==> src/rtl/id_ex_pkg.sv <==
// Shared types for the ID/EX pipeline register and its load-use hazard control.
package id_ex_pkg;

  typedef struct packed {
    logic branch;
    logic mem_read;
    logic mem_to_reg;
    logic mem_write;
    logic reg_write;
    logic alu_src;
  } ctrl_t;

  typedef enum logic {
    IDLE   = 1'b0,
    BUBBLE = 1'b1
  } hz_state_t;

  localparam ctrl_t BUBBLE_CTRL = '0;
  localparam int    CNT_W       = 2;

endpackage : id_ex_pkg

==> src/rtl/id_ex_if.sv <==
// Decode-side and execute-side bundle of the ID/EX register; master is the
// pipeline around the register, slave is the register itself.
interface id_ex_if #(
  parameter int XLEN = 32,
  parameter int REGW = 5,
  parameter int OPW  = 4
);

  logic            valid_ID;
  logic [XLEN-1:0] PC_ID, imm_ID, read_data1_ID, read_data2_ID;
  logic [REGW-1:0] rs1_ID, rs2_ID, wrin_ID;
  logic            use_rs1_ID, use_rs2_ID;
  logic [OPW-1:0]  ALUOp_ID, entrada_alu_control_ID;
  logic            Branch_ID, MemRead_ID, MemtoReg_ID, MemWrite_ID, RegWrite_ID, ALUSrc_ID;
  logic            flush, stall_ext;

  logic            valid_EX;
  logic [XLEN-1:0] PC_EX, imm_EX, read_data1_EX, read_data2_EX;
  logic [REGW-1:0] rs1_EX, rs2_EX, wrin_EX;
  logic            use_rs1_EX, use_rs2_EX;
  logic [OPW-1:0]  ALUOp_EX, entrada_alu_control_EX;
  logic            Branch_EX, MemRead_EX, MemtoReg_EX, MemWrite_EX, RegWrite_EX, ALUSrc_EX;
  logic            stall_ID;

  modport master (
    output valid_ID, PC_ID, imm_ID, read_data1_ID, read_data2_ID,
           rs1_ID, rs2_ID, wrin_ID, use_rs1_ID, use_rs2_ID,
           ALUOp_ID, entrada_alu_control_ID,
           Branch_ID, MemRead_ID, MemtoReg_ID, MemWrite_ID, RegWrite_ID, ALUSrc_ID,
           flush, stall_ext,
    input  valid_EX, PC_EX, imm_EX, read_data1_EX, read_data2_EX,
           rs1_EX, rs2_EX, wrin_EX, use_rs1_EX, use_rs2_EX,
           ALUOp_EX, entrada_alu_control_EX,
           Branch_EX, MemRead_EX, MemtoReg_EX, MemWrite_EX, RegWrite_EX, ALUSrc_EX,
           stall_ID
  );

  modport slave (
    input  valid_ID, PC_ID, imm_ID, read_data1_ID, read_data2_ID,
           rs1_ID, rs2_ID, wrin_ID, use_rs1_ID, use_rs2_ID,
           ALUOp_ID, entrada_alu_control_ID,
           Branch_ID, MemRead_ID, MemtoReg_ID, MemWrite_ID, RegWrite_ID, ALUSrc_ID,
           flush, stall_ext,
    output valid_EX, PC_EX, imm_EX, read_data1_EX, read_data2_EX,
           rs1_EX, rs2_EX, wrin_EX, use_rs1_EX, use_rs2_EX,
           ALUOp_EX, entrada_alu_control_EX,
           Branch_EX, MemRead_EX, MemtoReg_EX, MemWrite_EX, RegWrite_EX, ALUSrc_EX,
           stall_ID
  );

endinterface : id_ex_if

==> src/rtl/id_ex_hz_load_use.sv <==
// Load-use comparator: a load in EX writes a register the ID instruction reads.
module hz_load_use #(
  parameter int REGW = 5
) (
  input  logic            valid_ex,
  input  logic            mem_read_ex,
  input  logic            reg_write_ex,
  input  logic [REGW-1:0] wrin_ex,
  input  logic            valid_id,
  input  logic            use_rs1_id,
  input  logic            use_rs2_id,
  input  logic [REGW-1:0] rs1_id,
  input  logic [REGW-1:0] rs2_id,
  output logic            hazard
);

  logic producer;
  logic consumer;

  // x0 is hardwired zero, so a load targeting it never produces a dependency.
  assign producer = valid_ex & mem_read_ex & reg_write_ex & (wrin_ex != '0);
  assign consumer = (use_rs1_id & (rs1_id == wrin_ex)) | (use_rs2_id & (rs2_id == wrin_ex));
  assign hazard   = producer & valid_id & consumer;

endmodule : hz_load_use

==> src/rtl/id_ex_hz.sv <==
// ID/EX pipeline register with hold, flush, bubble insertion and a load-use
// stall sequencer that inserts LOAD_STALL bubbles (legal range 1..3).
module id_ex_hz
  import id_ex_pkg::*;
#(
  parameter int XLEN       = 32,
  parameter int REGW       = 5,
  parameter int OPW        = 4,
  parameter int LOAD_STALL = 1
) (
  input logic    CLK,
  input logic    RESET_N,
  id_ex_if.slave bus
);

  typedef struct packed {
    logic [XLEN-1:0] pc;
    logic [XLEN-1:0] imm;
    logic [XLEN-1:0] rd1;
    logic [XLEN-1:0] rd2;
    logic [REGW-1:0] rs1;
    logic [REGW-1:0] rs2;
    logic [REGW-1:0] wrin;
    logic            use_rs1;
    logic            use_rs2;
  } data_t;

  data_t           data_q, data_d, id_data;
  ctrl_t           ctrl_q, ctrl_d, id_ctrl;
  logic [OPW-1:0]  alu_op_q, alu_op_d;
  logic [OPW-1:0]  alu_ctl_q, alu_ctl_d;
  logic            valid_q, valid_d;
  hz_state_t       state_q, state_d;
  logic [CNT_W-1:0] cnt_q, cnt_d;

  logic hazard;
  logic load_en;
  logic bubble_en;
  logic stall_raw;

  assign id_data = '{
    pc:      bus.PC_ID,
    imm:     bus.imm_ID,
    rd1:     bus.read_data1_ID,
    rd2:     bus.read_data2_ID,
    rs1:     bus.rs1_ID,
    rs2:     bus.rs2_ID,
    wrin:    bus.wrin_ID,
    use_rs1: bus.use_rs1_ID,
    use_rs2: bus.use_rs2_ID
  };

  assign id_ctrl = '{
    branch:     bus.Branch_ID,
    mem_read:   bus.MemRead_ID,
    mem_to_reg: bus.MemtoReg_ID,
    mem_write:  bus.MemWrite_ID,
    reg_write:  bus.RegWrite_ID,
    alu_src:    bus.ALUSrc_ID
  };

  hz_load_use #(.REGW(REGW)) u_hz (
    .valid_ex     (valid_q),
    .mem_read_ex  (ctrl_q.mem_read),
    .reg_write_ex (ctrl_q.reg_write),
    .wrin_ex      (data_q.wrin),
    .valid_id     (bus.valid_ID),
    .use_rs1_id   (bus.use_rs1_ID),
    .use_rs2_id   (bus.use_rs2_ID),
    .rs1_id       (bus.rs1_ID),
    .rs2_id       (bus.rs2_ID),
    .hazard       (hazard)
  );

  always_comb begin
    // NOTE: every variable gets a default first so no path leaves it unassigned and infers a latch.
    state_d   = state_q;
    cnt_d     = cnt_q;
    data_d    = data_q;
    ctrl_d    = ctrl_q;
    alu_op_d  = alu_op_q;
    alu_ctl_d = alu_ctl_q;
    valid_d   = valid_q;
    load_en   = 1'b0;
    bubble_en = 1'b0;
    stall_raw = 1'b0;

    if (bus.flush) begin
      load_en   = 1'b1;
      bubble_en = 1'b1;
      state_d   = IDLE;
      cnt_d     = '0;
    end else if (bus.stall_ext) begin
      stall_raw = 1'b1;
    end else if (state_q == BUBBLE) begin
      // The producing load has already left EX, so hazard is not consulted here.
      load_en   = 1'b1;
      bubble_en = 1'b1;
      stall_raw = 1'b1;
      cnt_d     = cnt_q - 1'b1;
      if (cnt_q == CNT_W'(1)) state_d = IDLE;
    end else if (hazard) begin
      load_en   = 1'b1;
      bubble_en = 1'b1;
      stall_raw = 1'b1;
      if (LOAD_STALL > 1) begin
        state_d = BUBBLE;
        cnt_d   = CNT_W'(LOAD_STALL - 1);
      end
    end else begin
      load_en = 1'b1;
    end

    if (load_en) begin
      data_d = id_data;
      if (bubble_en || !bus.valid_ID) begin
        valid_d   = 1'b0;
        ctrl_d    = BUBBLE_CTRL;
        alu_op_d  = '0;
        alu_ctl_d = '0;
      end else begin
        valid_d   = 1'b1;
        ctrl_d    = id_ctrl;
        alu_op_d  = bus.ALUOp_ID;
        alu_ctl_d = bus.entrada_alu_control_ID;
      end
    end
  end

  always_ff @(posedge CLK or negedge RESET_N) begin
    // NOTE: sequential state uses non-blocking assignments so all flops update together.
    if (!RESET_N) begin
      data_q    <= '0;
      ctrl_q    <= BUBBLE_CTRL;
      alu_op_q  <= '0;
      alu_ctl_q <= '0;
      valid_q   <= 1'b0;
      state_q   <= IDLE;
      cnt_q     <= '0;
    end else begin
      data_q    <= data_d;
      ctrl_q    <= ctrl_d;
      alu_op_q  <= alu_op_d;
      alu_ctl_q <= alu_ctl_d;
      valid_q   <= valid_d;
      state_q   <= state_d;
      cnt_q     <= cnt_d;
    end
  end

  // Gated by reset so a pending stall_ext cannot freeze fetch while in reset.
  assign bus.stall_ID = stall_raw & RESET_N;

  assign bus.valid_EX               = valid_q;
  assign bus.PC_EX                  = data_q.pc;
  assign bus.imm_EX                 = data_q.imm;
  assign bus.read_data1_EX          = data_q.rd1;
  assign bus.read_data2_EX          = data_q.rd2;
  assign bus.rs1_EX                 = data_q.rs1;
  assign bus.rs2_EX                 = data_q.rs2;
  assign bus.wrin_EX                = data_q.wrin;
  assign bus.use_rs1_EX             = data_q.use_rs1;
  assign bus.use_rs2_EX             = data_q.use_rs2;
  assign bus.ALUOp_EX               = alu_op_q;
  assign bus.entrada_alu_control_EX = alu_ctl_q;
  assign bus.Branch_EX              = ctrl_q.branch;
  assign bus.MemRead_EX             = ctrl_q.mem_read;
  assign bus.MemtoReg_EX            = ctrl_q.mem_to_reg;
  assign bus.MemWrite_EX            = ctrl_q.mem_write;
  assign bus.RegWrite_EX            = ctrl_q.reg_write;
  assign bus.ALUSrc_EX              = ctrl_q.alu_src;

endmodule : id_ex_hz

==> src/flat_wrapper.sv <==
// flat-port wrapper written by rule: the top's interface ports become plain ports
module id_ex_hz_flat import id_ex_pkg::*;
#(
  parameter int XLEN       = 32,
  parameter int REGW       = 5,
  parameter int OPW        = 4,
  parameter int LOAD_STALL = 1
)
  (CLK, RESET_N, bus_valid_ID, bus_PC_ID, bus_imm_ID, bus_read_data1_ID, bus_read_data2_ID, bus_rs1_ID, bus_rs2_ID, bus_wrin_ID, bus_use_rs1_ID, bus_use_rs2_ID, bus_ALUOp_ID, bus_entrada_alu_control_ID, bus_Branch_ID, bus_MemRead_ID, bus_MemtoReg_ID, bus_MemWrite_ID, bus_RegWrite_ID, bus_ALUSrc_ID, bus_flush, bus_stall_ext, bus_valid_EX, bus_PC_EX, bus_imm_EX, bus_read_data1_EX, bus_read_data2_EX, bus_rs1_EX, bus_rs2_EX, bus_wrin_EX, bus_use_rs1_EX, bus_use_rs2_EX, bus_ALUOp_EX, bus_entrada_alu_control_EX, bus_Branch_EX, bus_MemRead_EX, bus_MemtoReg_EX, bus_MemWrite_EX, bus_RegWrite_EX, bus_ALUSrc_EX, bus_stall_ID);
  id_ex_if #(.XLEN(XLEN), .REGW(REGW), .OPW(OPW)) bus_i ();
  input logic CLK;
  input logic RESET_N;
  input wire logic [$bits(bus_i.valid_ID)-1:0] bus_valid_ID;
  input wire logic [$bits(bus_i.PC_ID)-1:0] bus_PC_ID;
  input wire logic [$bits(bus_i.imm_ID)-1:0] bus_imm_ID;
  input wire logic [$bits(bus_i.read_data1_ID)-1:0] bus_read_data1_ID;
  input wire logic [$bits(bus_i.read_data2_ID)-1:0] bus_read_data2_ID;
  input wire logic [$bits(bus_i.rs1_ID)-1:0] bus_rs1_ID;
  input wire logic [$bits(bus_i.rs2_ID)-1:0] bus_rs2_ID;
  input wire logic [$bits(bus_i.wrin_ID)-1:0] bus_wrin_ID;
  input wire logic [$bits(bus_i.use_rs1_ID)-1:0] bus_use_rs1_ID;
  input wire logic [$bits(bus_i.use_rs2_ID)-1:0] bus_use_rs2_ID;
  input wire logic [$bits(bus_i.ALUOp_ID)-1:0] bus_ALUOp_ID;
  input wire logic [$bits(bus_i.entrada_alu_control_ID)-1:0] bus_entrada_alu_control_ID;
  input wire logic [$bits(bus_i.Branch_ID)-1:0] bus_Branch_ID;
  input wire logic [$bits(bus_i.MemRead_ID)-1:0] bus_MemRead_ID;
  input wire logic [$bits(bus_i.MemtoReg_ID)-1:0] bus_MemtoReg_ID;
  input wire logic [$bits(bus_i.MemWrite_ID)-1:0] bus_MemWrite_ID;
  input wire logic [$bits(bus_i.RegWrite_ID)-1:0] bus_RegWrite_ID;
  input wire logic [$bits(bus_i.ALUSrc_ID)-1:0] bus_ALUSrc_ID;
  input wire logic [$bits(bus_i.flush)-1:0] bus_flush;
  input wire logic [$bits(bus_i.stall_ext)-1:0] bus_stall_ext;
  output wire logic [$bits(bus_i.valid_EX)-1:0] bus_valid_EX;
  output wire logic [$bits(bus_i.PC_EX)-1:0] bus_PC_EX;
  output wire logic [$bits(bus_i.imm_EX)-1:0] bus_imm_EX;
  output wire logic [$bits(bus_i.read_data1_EX)-1:0] bus_read_data1_EX;
  output wire logic [$bits(bus_i.read_data2_EX)-1:0] bus_read_data2_EX;
  output wire logic [$bits(bus_i.rs1_EX)-1:0] bus_rs1_EX;
  output wire logic [$bits(bus_i.rs2_EX)-1:0] bus_rs2_EX;
  output wire logic [$bits(bus_i.wrin_EX)-1:0] bus_wrin_EX;
  output wire logic [$bits(bus_i.use_rs1_EX)-1:0] bus_use_rs1_EX;
  output wire logic [$bits(bus_i.use_rs2_EX)-1:0] bus_use_rs2_EX;
  output wire logic [$bits(bus_i.ALUOp_EX)-1:0] bus_ALUOp_EX;
  output wire logic [$bits(bus_i.entrada_alu_control_EX)-1:0] bus_entrada_alu_control_EX;
  output wire logic [$bits(bus_i.Branch_EX)-1:0] bus_Branch_EX;
  output wire logic [$bits(bus_i.MemRead_EX)-1:0] bus_MemRead_EX;
  output wire logic [$bits(bus_i.MemtoReg_EX)-1:0] bus_MemtoReg_EX;
  output wire logic [$bits(bus_i.MemWrite_EX)-1:0] bus_MemWrite_EX;
  output wire logic [$bits(bus_i.RegWrite_EX)-1:0] bus_RegWrite_EX;
  output wire logic [$bits(bus_i.ALUSrc_EX)-1:0] bus_ALUSrc_EX;
  output wire logic [$bits(bus_i.stall_ID)-1:0] bus_stall_ID;
  assign bus_i.valid_ID = bus_valid_ID;
  assign bus_i.PC_ID = bus_PC_ID;
  assign bus_i.imm_ID = bus_imm_ID;
  assign bus_i.read_data1_ID = bus_read_data1_ID;
  assign bus_i.read_data2_ID = bus_read_data2_ID;
  assign bus_i.rs1_ID = bus_rs1_ID;
  assign bus_i.rs2_ID = bus_rs2_ID;
  assign bus_i.wrin_ID = bus_wrin_ID;
  assign bus_i.use_rs1_ID = bus_use_rs1_ID;
  assign bus_i.use_rs2_ID = bus_use_rs2_ID;
  assign bus_i.ALUOp_ID = bus_ALUOp_ID;
  assign bus_i.entrada_alu_control_ID = bus_entrada_alu_control_ID;
  assign bus_i.Branch_ID = bus_Branch_ID;
  assign bus_i.MemRead_ID = bus_MemRead_ID;
  assign bus_i.MemtoReg_ID = bus_MemtoReg_ID;
  assign bus_i.MemWrite_ID = bus_MemWrite_ID;
  assign bus_i.RegWrite_ID = bus_RegWrite_ID;
  assign bus_i.ALUSrc_ID = bus_ALUSrc_ID;
  assign bus_i.flush = bus_flush;
  assign bus_i.stall_ext = bus_stall_ext;
  assign bus_valid_EX = bus_i.valid_EX;
  assign bus_PC_EX = bus_i.PC_EX;
  assign bus_imm_EX = bus_i.imm_EX;
  assign bus_read_data1_EX = bus_i.read_data1_EX;
  assign bus_read_data2_EX = bus_i.read_data2_EX;
  assign bus_rs1_EX = bus_i.rs1_EX;
  assign bus_rs2_EX = bus_i.rs2_EX;
  assign bus_wrin_EX = bus_i.wrin_EX;
  assign bus_use_rs1_EX = bus_i.use_rs1_EX;
  assign bus_use_rs2_EX = bus_i.use_rs2_EX;
  assign bus_ALUOp_EX = bus_i.ALUOp_EX;
  assign bus_entrada_alu_control_EX = bus_i.entrada_alu_control_EX;
  assign bus_Branch_EX = bus_i.Branch_EX;
  assign bus_MemRead_EX = bus_i.MemRead_EX;
  assign bus_MemtoReg_EX = bus_i.MemtoReg_EX;
  assign bus_MemWrite_EX = bus_i.MemWrite_EX;
  assign bus_RegWrite_EX = bus_i.RegWrite_EX;
  assign bus_ALUSrc_EX = bus_i.ALUSrc_EX;
  assign bus_stall_ID = bus_i.stall_ID;
  id_ex_hz #(.XLEN(XLEN), .REGW(REGW), .OPW(OPW), .LOAD_STALL(LOAD_STALL)) u_core (.CLK(CLK), .RESET_N(RESET_N), .bus(bus_i));
endmodule
==> config.mk <==
export PLATFORM = sky130hd
export DESIGN_NAME = id_ex_hz_flat
export DESIGN_NICKNAME = d
export VERILOG_FILES = /design/src/rtl/id_ex_pkg.sv /design/src/rtl/id_ex_if.sv /design/src/rtl/id_ex_hz_load_use.sv /design/src/rtl/id_ex_hz.sv /design/src/flat_wrapper.sv
export SDC_FILE = /design/constraint.sdc
export NUM_CORES = 1
export LEC_CHECK = 0
export ABC_AREA = 1
export BUFFER_PORTS_ARGS = -buffer_cell sky130_fd_sc_hd__buf_2
export CAP_MARGIN = 10
export CORE_ASPECT_RATIO = 0.75
export CORE_MARGIN = 2
export CORE_UTILIZATION = 25
export DETAILED_ROUTE_END_ITERATION = 12
export SYNTH_ARGS = -nofsm -noshare
export SYNTH_HDL_FRONTEND = slang
export SYNTH_SLANG_ARGS = --single-unit
export TNS_END_PERCENT = 50
==> constraint.sdc <==
create_clock -name CLK -period 1.2 [get_ports CLK]
set_input_delay 0 -clock CLK [delete_from_list [all_inputs] [get_ports CLK]]
set_output_delay 0 -clock CLK [all_outputs]
set_load 0.05 [all_outputs]
==> results by group, run 1 <==
Yosys
  – Predominant post-synthesis flop cell: dfrtp_1
  – Synth top area cells: dfrtp_1 64%, nand2_1 27%, buf_2 1.6%
  – Sequential area share after synthesis: 0.6351
  – Synth cell types: 21
  – Synth Register Bits: 163
  – Count leader, synth: nand2_1
  – Avg Inst Size Synth: 8.656 sq um
  – Synthesis Warnings: 0
  – Cell Area, Synth: 6422 sq um
  – Synth top cells by count: 465 x nand2_1, 163 x dfrtp_1, 20 x buf_2
  – Mapped Nets: slightly above 900
  – EDFF count, synth: 0
  – Asr flop ratio synth: 1.000
  – Synth area leader: dfrtp_1
  – Share of the synthesized area in the top cell type: 0.6351
  – Cell count after synthesis: 742

Floorplanning
  – Row cnt: 50
  – I/O pin count: ~330
  – Die extent in x: 189.1 um
  – Die area: 27,000 sq um
  – Initial cell density of the core: 0.2560
  – Chip height: 142.8 um
  – CORE AREA: around 25,000 sq um

Place
  – IO Port Bufs: between 300 and 400
  – Detailed Place HPWL: roughly 14 mm
  – Routability cong.: 0.8195
  – Post-place instance area: roughly 8500 sq um

Clocking
  – H-tree depth: 4
  – Clk buf depth: 2
  – CTS Buf Count: 17
  – CTS tree: built
  – Clock slew at reported path FFs: around 70 ps
  – Sink Count: 163
  – Root buf cell: clkbuf_16
  – Worst-Skew Late Latency: 440 ps

STA
  – Fin Hold WS: 44.59 ps
  – Final-report hold violation count: 0
  – Minimum clock period after layout: 1752 ps
  – Final critical-path share of the clock period: 1.460
  – Worst setup margin: -552.3 ps
  – Clock Skew: 8.628 ps
  – Final setup fails: 16
  – RSZ-0062 raised after global routing: true
  – Max Freq: 0.5707 GHz
  – Worst slew pin tran: 527.6 ps
  – Max_slew headroom: 0.6483
  – Slew Limit Fails: 0

Critical path
  – Crit Path Max Fanout: 4
  – CP max-delay cell: dfrtp_2
  – Critical path type: flop to output pin
  – Critical path required time: 1200 ps
  – CP most frequent cell: nand2_1
  – Setup crit end kind: output pin
  – Startpoint types: flop
  – CP peak stage delay: ~390 ps
  – CP arrival: 1750 ps
  – Crit-path cells: inv_2 -> nand2_1 -> nand2_1 -> nor2_2 -> nand3_1 -> nand2_2 -> nand2_4 -> a21oi_4 -> buf_8

Layout
  – Layout overhead on the synthesized area: 70.10%
  – Post-Layout Inst Area: around 11,000 sq um
  – Share of layout cells above drive strength 1: 0.3232
  – Post-layout net count: 1,402

Run status
  – Status: finished, violations left
  – Failing checks: setup timing

Pwr
  – Maximum vdd drop: about 1.0 mV
  – Pwr Density: 1454 nW/um^2
  – Static Leakage: 5.997 nW

Global route
  – Gr usage total: 0.1671
  – Largest net degree at the start of global routing: 93
  – First-pass GRT wire length: 35.31 mm
  – Vias in the first global route: 6,949
  – Grt total ovfl: 0
  – Initial antenna violation count: 1

Route
  – Routed met2 length: between 10 and 15 mm
  – Met1 Routed Length: 9.622 mm
  – Routed length on met3: ~2.1 mm
  – Initial drt markers: 285
  – Post-route ant nets: 0
  – WL per Instance: 14.40 um
  – Vias per cell: 4.236
  – Vias: 6,731
  – DRC: 0
  – Drt pass-1 iters: 7
  – Post-Route WL: 22.88 mm
  – Max Used Layer: met4

Run
  – Max-cap violation count: 0

Min path
  – Worst hold path type: input pin to flop
## path summary, 6_finish.rpt
check,from,to,slack [ps],cells past startpoint
max,u_core.bus.wrin_EX[2]$_DFFE_PN0P_,bus_stall_ID,-550,9
min,bus_stall_ext,u_core.bus.ALUSrc_EX$_DFFE_PN0P_,40,5
max reg2reg,u_core.bus.wrin_EX[2]$_DFFE_PN0P_,u_core.bus.MemtoReg_EX$_DFFE_PN0P_,-470,12
min reg2reg,u_core.bus.read_data2_EX[10]$_DFFE_PN0P_,u_core.bus.read_data2_EX[10]$_DFFE_PN0P_,470,2
max in group asynchronous,RESET_N,u_core.bus.read_data2_EX[0]$_DFFE_PN0P_,490,3
min in group asynchronous,RESET_N,u_core.state_q$_DFFE_PN0P_,260,3
## timing repair
action,4_1_cts,5_1_grt
hold buffers,162,0
pin swaps,7,10
buffers inserted,1,5
setup endpoints to repair,19,98
endpoints found under the hold margin,325,0
gates resized for setup,8,7
gates cloned,0,2
## flip-flops by register name, summed over array words and instances, names as in the netlist
| name | flops |
|---|---|
| u_core.bus.wrin_EX | 5 |
| u_core.bus.imm_EX | 32 |
| u_core.bus.valid_EX | 1 |
| u_core.bus.MemtoReg_EX | 1 |
| u_core.bus.use_rs1_EX | 1 |
| u_core.bus.ALUSrc_EX | 1 |
| u_core.bus.ALUOp_EX | 4 |
| u_core.bus.read_data1_EX | 32 |
| u_core.bus.rs1_EX | 5 |
| u_core.bus.rs2_EX | 5 |
| u_core.cnt_q | 2 |
| u_core.bus.Branch_EX | 1 |
| u_core.bus.MemRead_EX | 1 |
| u_core.bus.PC_EX | 32 |
| u_core.bus.MemWrite_EX | 1 |
| u_core.bus.RegWrite_EX | 1 |
| u_core.bus.read_data2_EX | 32 |
| u_core.bus.use_rs2_EX | 1 |
| u_core.bus.entrada_alu_control_EX | 4 |
| u_core.state_q | 1 |
## cell type report
class	instances	area (sq um)
multi-input cells	521	2079
clock buffers	18	429.2
diodes	1	2.502
repair buffers	512	3615
well taps	338	422.9
fillers	2378	14160
flip-flops and latches	163	4089
inverters	22	85.08
clock inverters	14	201.4
## cells by family (layout without fill, tap and decap cells)
| group | after synthesis | count (layout) | synth area share |
|---|---|---|---|
| adders and majority gates | 1 | 1 | 0.001948 |
| buffers and inverters | 58 | 566 | 0.04422 |
| muxes | 1 | 1 | 0.001753 |
| AOI/OAI and AO/OA | 20 | 20 | 0.01656 |
| DFF | 163 | 163 | 0.6351 |
| and+or+nand+nor | 499 | 499 | 0.3004 |
| other | 0 | 1 | 0 |
## critical path: cells and delay by family, from the launching register on
| family | cells | cell delay [ps] |
|---|---|---|
| AO/OA/AOI/OAI | 1 | 140 |
| buffers and inverters | 2 | 220 |
| flip-flops | 1 | 390 |
| AND/OR/NAND/NOR | 6 | 550 |
## cell usage in the layout (no fill, tap or decap), types with 2 or more instances in the layout
cell type      instances
nand2_1              464
buf_2                319
dlygate4sd3_1        162
dfrtp_1              155
clkbuf_16             19
o21ai_0               17
buf_4                 16
inv_1                 15
nand4_1               15
nor2_1                 9
dfrtp_2                8
inv_2                  6
buf_6                  5
buf_12                 5
nand3_1                4
bufinv_16              4
clkinvlp_4             4
inv_6                  3
nand2_2                2
nor2_2                 2
buf_16                 2
## metal layers
metal,track usage,vias up
met1,0.1965,3164
met2,0.2824,292
met5,0,-
met3,0.06095,22
li1,-,3253
met4,0.05798,0
## report_power, final
group          internal, mW  switching [mW]
registers              5.93           0.243
logic                  1.16            2.59
clock network          3.52            2.44
## per-stage QoR
stage          instances  TNS [ps]  power [mW]  worst slack, ps    util
4_1_cts             1581     -4997       16.03           -559.2  0.4307
6_report            1589     -6788       15.88           -552.3  0.4355
3_3_place_gp        1386     -1908       9.501           -148.6  0.3396
2_1_floorplan        742     -2031       8.403           -271.9       -
3_5_place_dp        1386     -2568       9.526           -194.2  0.3396
5_1_grt             1589     -7763       16.62           -612.4  0.4355
Power figures use the tool's default switching activity.
==> run 2: changes to the inputs <==
--- a/config.mk
+++ b/config.mk
@@ -5,7 +5,6 @@
 export SDC_FILE = /design/constraint.sdc
 export NUM_CORES = 1
 export LEC_CHECK = 0
-export ABC_AREA = 1
 export BUFFER_PORTS_ARGS = -buffer_cell sky130_fd_sc_hd__buf_2
 export CAP_MARGIN = 10
 export CORE_ASPECT_RATIO = 0.75
==> results by group, run 2 <==
Clocking
  – Worst-Skew Late Latency: 430 ps
  – Sink Count: approximately 160
  – Root buf cell: clkbuf_16
  – CTS tree: built
  – Clk buf depth: 2
  – Clock slew at reported path FFs: 70 ps
  – H-tree depth: 4
  – CTS Buf Count: 17

Critical path
  – Critical path required time: 1200 ps
  – Setup crit end kind: output pin
  – CP max-delay cell: or4_4
  – Critical path type: flop to output pin
  – CP arrival: 1910 ps
  – Crit Path Max Fanout: 2
  – Crit-path cells: or4_4 -> o21ai_4 -> nor2_2 -> o2bb2ai_4 -> buf_12
  – CP peak stage delay: about 560 ps
  – Startpoint types: flop

Route
  – WL per Instance: between 10 and 15 um
  – Vias: 6,599
  – Initial drt markers: 256
  – Post-Route WL: 21.50 mm
  – Vias per cell: between 4 and 5
  – Drt pass-1 iters: 5
  – DRC: 0
  – Post-route ant nets: 0

STA
  – Clock Skew: 5.878 ps
  – Max_slew headroom: 0.6815
  – Worst setup margin: -709.9 ps
  – Final setup fails: 16
  – Fin Hold WS: around 48 ps
  – RSZ-0062 raised after global routing: true
  – Slew Limit Fails: 0
  – Max Freq: roughly 0.52 GHz
  – Sum Neg Setup Slack: -8632 ps
  – Minimum clock period after layout: 1910 ps
  – Final critical-path share of the clock period: 1.592
  – Final-report hold violation count: 0
  – Worst slew pin tran: 477.8 ps

Yosys
  – Count leader, synth: nand2_1
  – Predominant post-synthesis flop cell: dfrtp_1
  – Share of the synthesized area in the top cell type: 0.6333
  – Synthesis Warnings: 0
  – Synth Register Bits: 163
  – Cell count after synthesis: slightly above 700
  – Sequential area share after synthesis: 0.6333
  – Synth top cells by count: 451 x nand2_1, 163 x dfrtp_1, 20 x clkbuf_1
  – Synth top area cells: dfrtp_1 63%, nand2_1 26%, a32oi_1 1.9%
  – Synth area leader: dfrtp_1
  – Avg Inst Size Synth: 8.984 sq um
  – Cell Area, Synth: 6441 sq um
  – EDFF count, synth: 0
  – Asr flop ratio synth: 1.000
  – Synth cell types: 24
  – Mapped Nets: 882

Global route
  – First-pass GRT wire length: 33.71 mm
  – Grt total ovfl: 0
  – Gr usage total: 0.1567
  – Initial antenna violation count: 0
  – Vias in the first global route: approximately 6,700
  – Largest net degree at the start of global routing: 85

Run status
  – Status: finished, violations left
  – Failing checks: setup timing

Pwr
  – Maximum vdd drop: slightly below 0.9 mV
  – Static Leakage: 5.896 nW
  – Pwr Density: between 1000 and 1500 nW/um^2

Layout
  – Share of layout cells above drive strength 1: 0.3360
  – Commonest non-fill, non-tap cell in the layout: nand2_1
  – Commonest non-fill, non-tap cells in the layout: 451 x nand2_1, 317 x buf_2, 162 x dlygate4sd3_1, 158 x dfrtp_1, 26 x buf_4
  – Layout overhead on the synthesized area: 71.43%
  – Antenna Cells: 0
  – Post-Layout Inst Area: approximately 11,000 sq um
  – Non-Filler Instances: 1,570
  – Fillers: 2,354
  – Post-layout net count: about 1,400

Floorplanning
  – Row cnt: 50
  – I/O pin count: approximately 330
  – CORE AREA: 25,150 sq um
  – Die extent in x: ~190 um
  – Chip height: between 100 and 150 um
  – Initial cell density of the core: 0.2561
  – Die area: 27,080 sq um

Place
  – Post-place instance area: approximately 8800 sq um
  – Routability cong.: about 0.8
  – Pre-CTS setup slack: -423.3 ps
  – IO Port Bufs: 324
  – Placed insts: 1,372
  – Detailed Place HPWL: approximately 14 mm

Min path
  – Worst hold path type: input pin to flop

Run
  – Max-cap violation count: 0
==> run 2: changes by cell type after synthesis, moves of 11 or more <==
cell	delta
a32oi_1	+14
clkbuf_1	+14
nand2_1	-14
o21ai_0	-17
xnor2_1	+11
nand4_1	-13
inv_1	-13
==> run 2: layer usage <==
metal | vias to the layer above | track usage | share of wire
li1 | 3223 | - | -
met1 | 3086 | 0.2009 | 0.45
met2 | 263 | 0.2491 | 0.46
met3 | 27 | 0.04768 | 0.074
met4 | 0 | 0.06079 | 0.019
met5 | - | 0 | 0
==> run 2: metrics by stage <==
stage / power, mW / util
CTS: 15.76 / 0.4368
global route: 16.32 / 0.4391
detailed placement: 9.700 / 0.3481
global placement: 9.670 / 0.3481
finish: 15.58 / 0.4391
floorplan: 8.480 / -
==> run 2: where the power goes <==
group	switching (mW)	internal, mW	leakage [nW]
Sequential	0.237	5.94	1.97
Clock	2.39	3.14	0.283
Combinational	2.64	1.23	3.64
Total	5.27	10.3	5.90
==> run 2: worst max-delay path, delay by kind of cell (launching register included) <==
kind                   cells  cell delay, ps
AO/OA/AOI/OAI              2             310
flip-flops                 1             400
AND/OR/NAND/NOR            2             630
buffers and inverters      1             150
==> run 2: worst paths after layout <==
check                                                           end                                      from  cells past startpoint  slack [ps]
setup / recovery                                       bus_stall_ID         u_core.bus.wrin_EX[3]$_DFFE_PN0P_                      5        -710
hold / removal                          u_core.cnt_q[0]$_DFFE_PN0P_                             bus_stall_ext                      4          50
setup reg to reg                   u_core.bus.ALUSrc_EX$_DFFE_PN0P_         u_core.bus.wrin_EX[3]$_DFFE_PN0P_                      7        -570
hold reg to reg            u_core.bus.read_data1_EX[28]$_DFFE_PN0P_  u_core.bus.read_data1_EX[28]$_DFFE_PN0P_                      2         460
max in group asynchronous  u_core.bus.read_data1_EX[26]$_DFFE_PN0P_                                   RESET_N                      3         530
min in group asynchronous          u_core.bus.Branch_EX$_DFFE_PN0P_                                   RESET_N                      3         250
==> run 2: layout make-up <==
| cell class | count | area, sq um | area share |
|---|---|---|---|
| Sequential cell | 163 | 4085 | 0.3700 |
| Tap cell | 338 | 422.9 | 0.03830 |
| Multi-Input combinational cell | 513 | 2228 | 0.2018 |
| Timing Repair Buffer | 522 | 3709 | 0.3359 |
| Clock inverter | 14 | 150.1 | 0.01360 |
| Clock buffer | 18 | 439.2 | 0.03977 |
| Inverter | 2 | 7.507 | 0.0006799 |
==> run 2: timing repair <==
action,CTS,global route
pin swaps,1,3
hold endpoints to repair,325,3
endpoints found under the setup margin,19,20
setup buffers,2,2
gates resized for setup,8,7
hold buffers,160,2
==> run 2: cell families after synthesis <==
kind of cell / count (synthesis) / share of synthesized area
AO/OA/AOI/OAI: 34 / 0.04312
AND/OR/NAND/NOR: 467 / 0.2782
buffers and inverters: 41 / 0.02856
adder cells (fa/ha/maj): 1 / 0.001942
flip-flops: 163 / 0.6333
XOR/XNOR: 11 / 0.01496
==> run 3: changes to the inputs <==
--- a/config.mk
+++ b/config.mk
@@ -11,7 +11,9 @@
 export CORE_MARGIN = 2
 export CORE_UTILIZATION = 25
 export DETAILED_ROUTE_END_ITERATION = 12
+export MAX_ROUTING_LAYER = met4
 export SYNTH_ARGS = -nofsm -noshare
 export SYNTH_HDL_FRONTEND = slang
+export SYNTH_HIERARCHICAL = 1
 export SYNTH_SLANG_ARGS = --single-unit
 export TNS_END_PERCENT = 50
==> results by group, run 3 <==
Pwr
  – Gate power share: 0.239
  – Pwr Density: 1445 nW/um^2
  – Sw frac: 0.3204
  – Int Pwr: ~11 mW
  – Static Leakage: 5.963 nW
  – Clk pwr share: 0.373
  – Share of power burned in registers: 0.388
  – Net Switching: a little over 5 mW
  – Maximum vdd drop: approximately 0.86 mV

Yosys
  – Avg Inst Size Synth: around 9.3 sq um
  – Cell count after synthesis: 681
  – Mapped Nets: 846
  – Synth area leader: dfrtp_1
  – Cell Area, Synth: 6364 sq um
  – Synth top area cells: dfrtp_1 64%, nand2_1 26%, buf_6 2.5%
  – Synth Register Bits: 163
  – Synth top cells by count: 435 x nand2_1, 163 x dfrtp_1, 15 x buf_2
  – Synthesis Warnings: 6
  – EDFF count, synth: 0
  – Asr flop ratio synth: 1.000
  – Share of the synthesized area in the top cell type: 0.6410
  – Count leader, synth: nand2_1
  – Sequential area share after synthesis: 0.6410
  – Predominant post-synthesis flop cell: dfrtp_1
  – Synth cell types: 22

Critical path
  – Crit Path Max Fanout: 2
  – Worst R2R Path Depth: 8
  – Critical path type: flop to output pin
  – FF-to-FF Start: u_core/bus.wrin_EX[2]$_DFFE_PN0P_
  – Flop2flop setup slack: -970 ps
  – CP arrival: 2450 ps
  – Critical path required time: 1200 ps
  – Setup crit end kind: output pin
  – Startpoint types: flop
  – Reg2reg end: u_core/bus.entrada_alu_control_EX[1]$_DFFE_PN0P_

Min path
  – Worst hold path type: input pin to flop
  – HP Start: bus_flush
  – Hold-critical path depth: 5
  – Hold endpoint: u_core/bus.wrin_EX[0]$_DFFE_PN0P_

STA
  – Minimum clock period after layout: ~2500 ps
  – RSZ-0062 raised after global routing: true
  – Worst setup margin: -1251 ps
  – Slew Limit Fails: 0
  – Final-report hold violation count: 0
  – Clock Skew: 5.460 ps
  – Sum Neg Setup Slack: -15,510 ps
  – Max_slew headroom: 0.6868
  – Final setup fails: 16
  – Worst slew pin tran: 469.9 ps
  – Max Freq: 0.4080 GHz
  – Final critical-path share of the clock period: 2.043

Run
  – Max-cap violation count: 0

Place
  – IO Port Bufs: 324
  – Placed insts: 1,349
  – Detailed Place HPWL: between 10 and 15 mm
  – Routability cong.: 0.8819
  – Post-place instance area: between 8000 and 9000 sq um

Run status
  – Failing checks: setup timing
  – Status: finished, violations left

Layout
  – Post-Layout Inst Area: roughly 11,000 sq um
  – Commonest non-fill, non-tap cells in the layout: 435 x nand2_1, 316 x buf_2, 164 x dlygate4sd3_1, 158 x dfrtp_1, 30 x buf_4
  – Post-layout net count: 1,359
  – Share of layout cells above drive strength 1: 0.3380
  – Non-Filler Instances: 1,547
  – Commonest non-fill, non-tap cell in the layout: nand2_1
  – Layout overhead on the synthesized area: 72.34%

Clocking
  – Root buf cell: clkbuf_16
  – Sink Count: around 160
  – CTS Buf Count: 17
  – Clock slew at reported path FFs: 60 ps
  – Worst-Skew Late Latency: about 430 ps
  – Clk buf depth: 2
  – H-tree depth: 4
  – CTS tree: built

Global route
  – Largest net degree at the start of global routing: 83
  – Vias in the first global route: 6,517
  – GR Util met3: 0.04364
  – Initial antenna violation count: 2
  – Met2 usage: 0.2575
  – First-pass GRT wire length: 33.17 mm
  – Grt total ovfl: 0
  – Gr usage total: 0.1623
  – Top Usage Layer GRT: met2
  – Global Route met1 Usage: 0.1963

Floorplanning
  – I/O pin count: around 330
  – CORE AREA: 24,960 sq um
  – Initial cell density of the core: 0.2549
  – Die extent in x: 188.2 um
  – Row cnt: 50
  – Chip height: 142.2 um
  – Die area: 26,760 sq um

Route
  – Post-Route WL: 21.10 mm
  – Vias per cell: between 4 and 5
  – Vias: 6,390
  – WL per Instance: ~14 um
  – Post-route ant nets: 0
  – Drt pass-1 iters: 5
  – Initial drt markers: about 320
  – DRC: 0
## run 3: cell types whose count changed in the layout (fill, tap and decap cells not counted), moves of 8 or more
cell | before | now
a32oi_1 | 14 | 0
o21ai_2 | 8 | 0
nand2_1 | 451 | 435
a22o_1 | 0 | 14
xor2_1 | 0 | 8
## run 3: what timing repair did
item / CTS / global route
pin swaps: 0 / 3
hold endpoints to repair: 325 / 0
endpoints found under the setup margin: 21 / 21
buffers inserted: 0 / 0
resized for setup: 13 / 6
hold buffers: 164 / 0
## run 3: power by group through the flow
stage	logic, mW	clock network, mW	registers [mW]
finish	3.79	5.91	6.15
CTS	3.76	6.10	6.14
floorplan	0.615	0	7.77
global placement	3.30	0	6.23
global route	4.00	6.32	6.21
detailed placement	3.32	0	6.24
## run 3: how the worst max path moves through the flow
stage,cells past startpoint,slack (ps),end,start
6_report,9,-1250,bus_stall_ID,u_core/bus.wrin_EX[2]$_DFFE_PN0P_
3_3_place_gp,8,-990,u_core/bus.ALUOp_EX[1]$_DFFE_PN0P_,u_core/bus.wrin_EX[3]$_DFFE_PN0P_
2_1_floorplan,9,-880,u_core/bus.ALUOp_EX[0]$_DFFE_PN0P_,u_core/bus.wrin_EX[0]$_DFFE_PN0P_
4_1_cts,9,-1280,bus_stall_ID,u_core/bus.wrin_EX[1]$_DFFE_PN0P_
3_5_place_dp,8,-1040,u_core/bus.MemtoReg_EX$_DFFE_PN0P_,u_core/bus.wrin_EX[3]$_DFFE_PN0P_
5_1_grt,9,-1380,bus_stall_ID,u_core/bus.wrin_EX[2]$_DFFE_PN0P_
## run 3: stage by stage
step / setup WS [ps] / util / hold slack (ps) / power (mW)
floorplan: -883.7 / - / -295.6 / 8.389
global placement: -985.5 / 0.3456 / 64.74 / 9.532
detailed placement: -1037 / 0.3456 / 66.74 / 9.558
CTS: -1280 / 0.4383 / 78.70 / 16.00
global route: -1384 / 0.4393 / 111.0 / 16.53
finish: -1251 / 0.4393 / 119.2 / 15.84
## run 3: layout make-up
class                           count  area, sq um
Inverter                            1        3.754
Antenna cell                        2        5.005
Fill cell                        2295        13990
Timing Repair Buffer              530         3786
Tap cell                          338        422.9
Clock inverter                     11        175.2
Multi-Input combinational cell    481         2028
Clock buffer                       21        460.4
Sequential cell                   163         4085
## run 3: metal layers
metal  vias up  wire, um
met2       268      9862
met3        36      1492
met1      2976      9256
met5         -         0
li1       3110         -
met4         0       486
## run 3: logic make-up (layout without fill, tap and decap cells)
| logic type | count (synthesis) | after routing | synth area share |
|---|---|---|---|
| adder cells (fa/ha/maj) | 1 | 1 | 0.001966 |
| AO/OA/AOI/OAI | 16 | 16 | 0.02281 |
| XOR/XNOR | 11 | 11 | 0.01514 |
| multiplexers | 1 | 1 | 0.001573 |
| flip-flops | 163 | 163 | 0.6410 |
| other | 0 | 2 | 0 |
| AND/OR/NAND/NOR | 452 | 452 | 0.2721 |
| buffers and inverters | 37 | 563 | 0.04542 |
## run 3: critical path, stage by stage, from the launching register on
cell and delay (ps):
dfrtp_2 410, xor2_1 170, nor4_2 290, nand3_1 130
a221oi_2 310, buf_4 170, nor3_2 40, buf_4 130
nor3b_2 180, buf_6 190
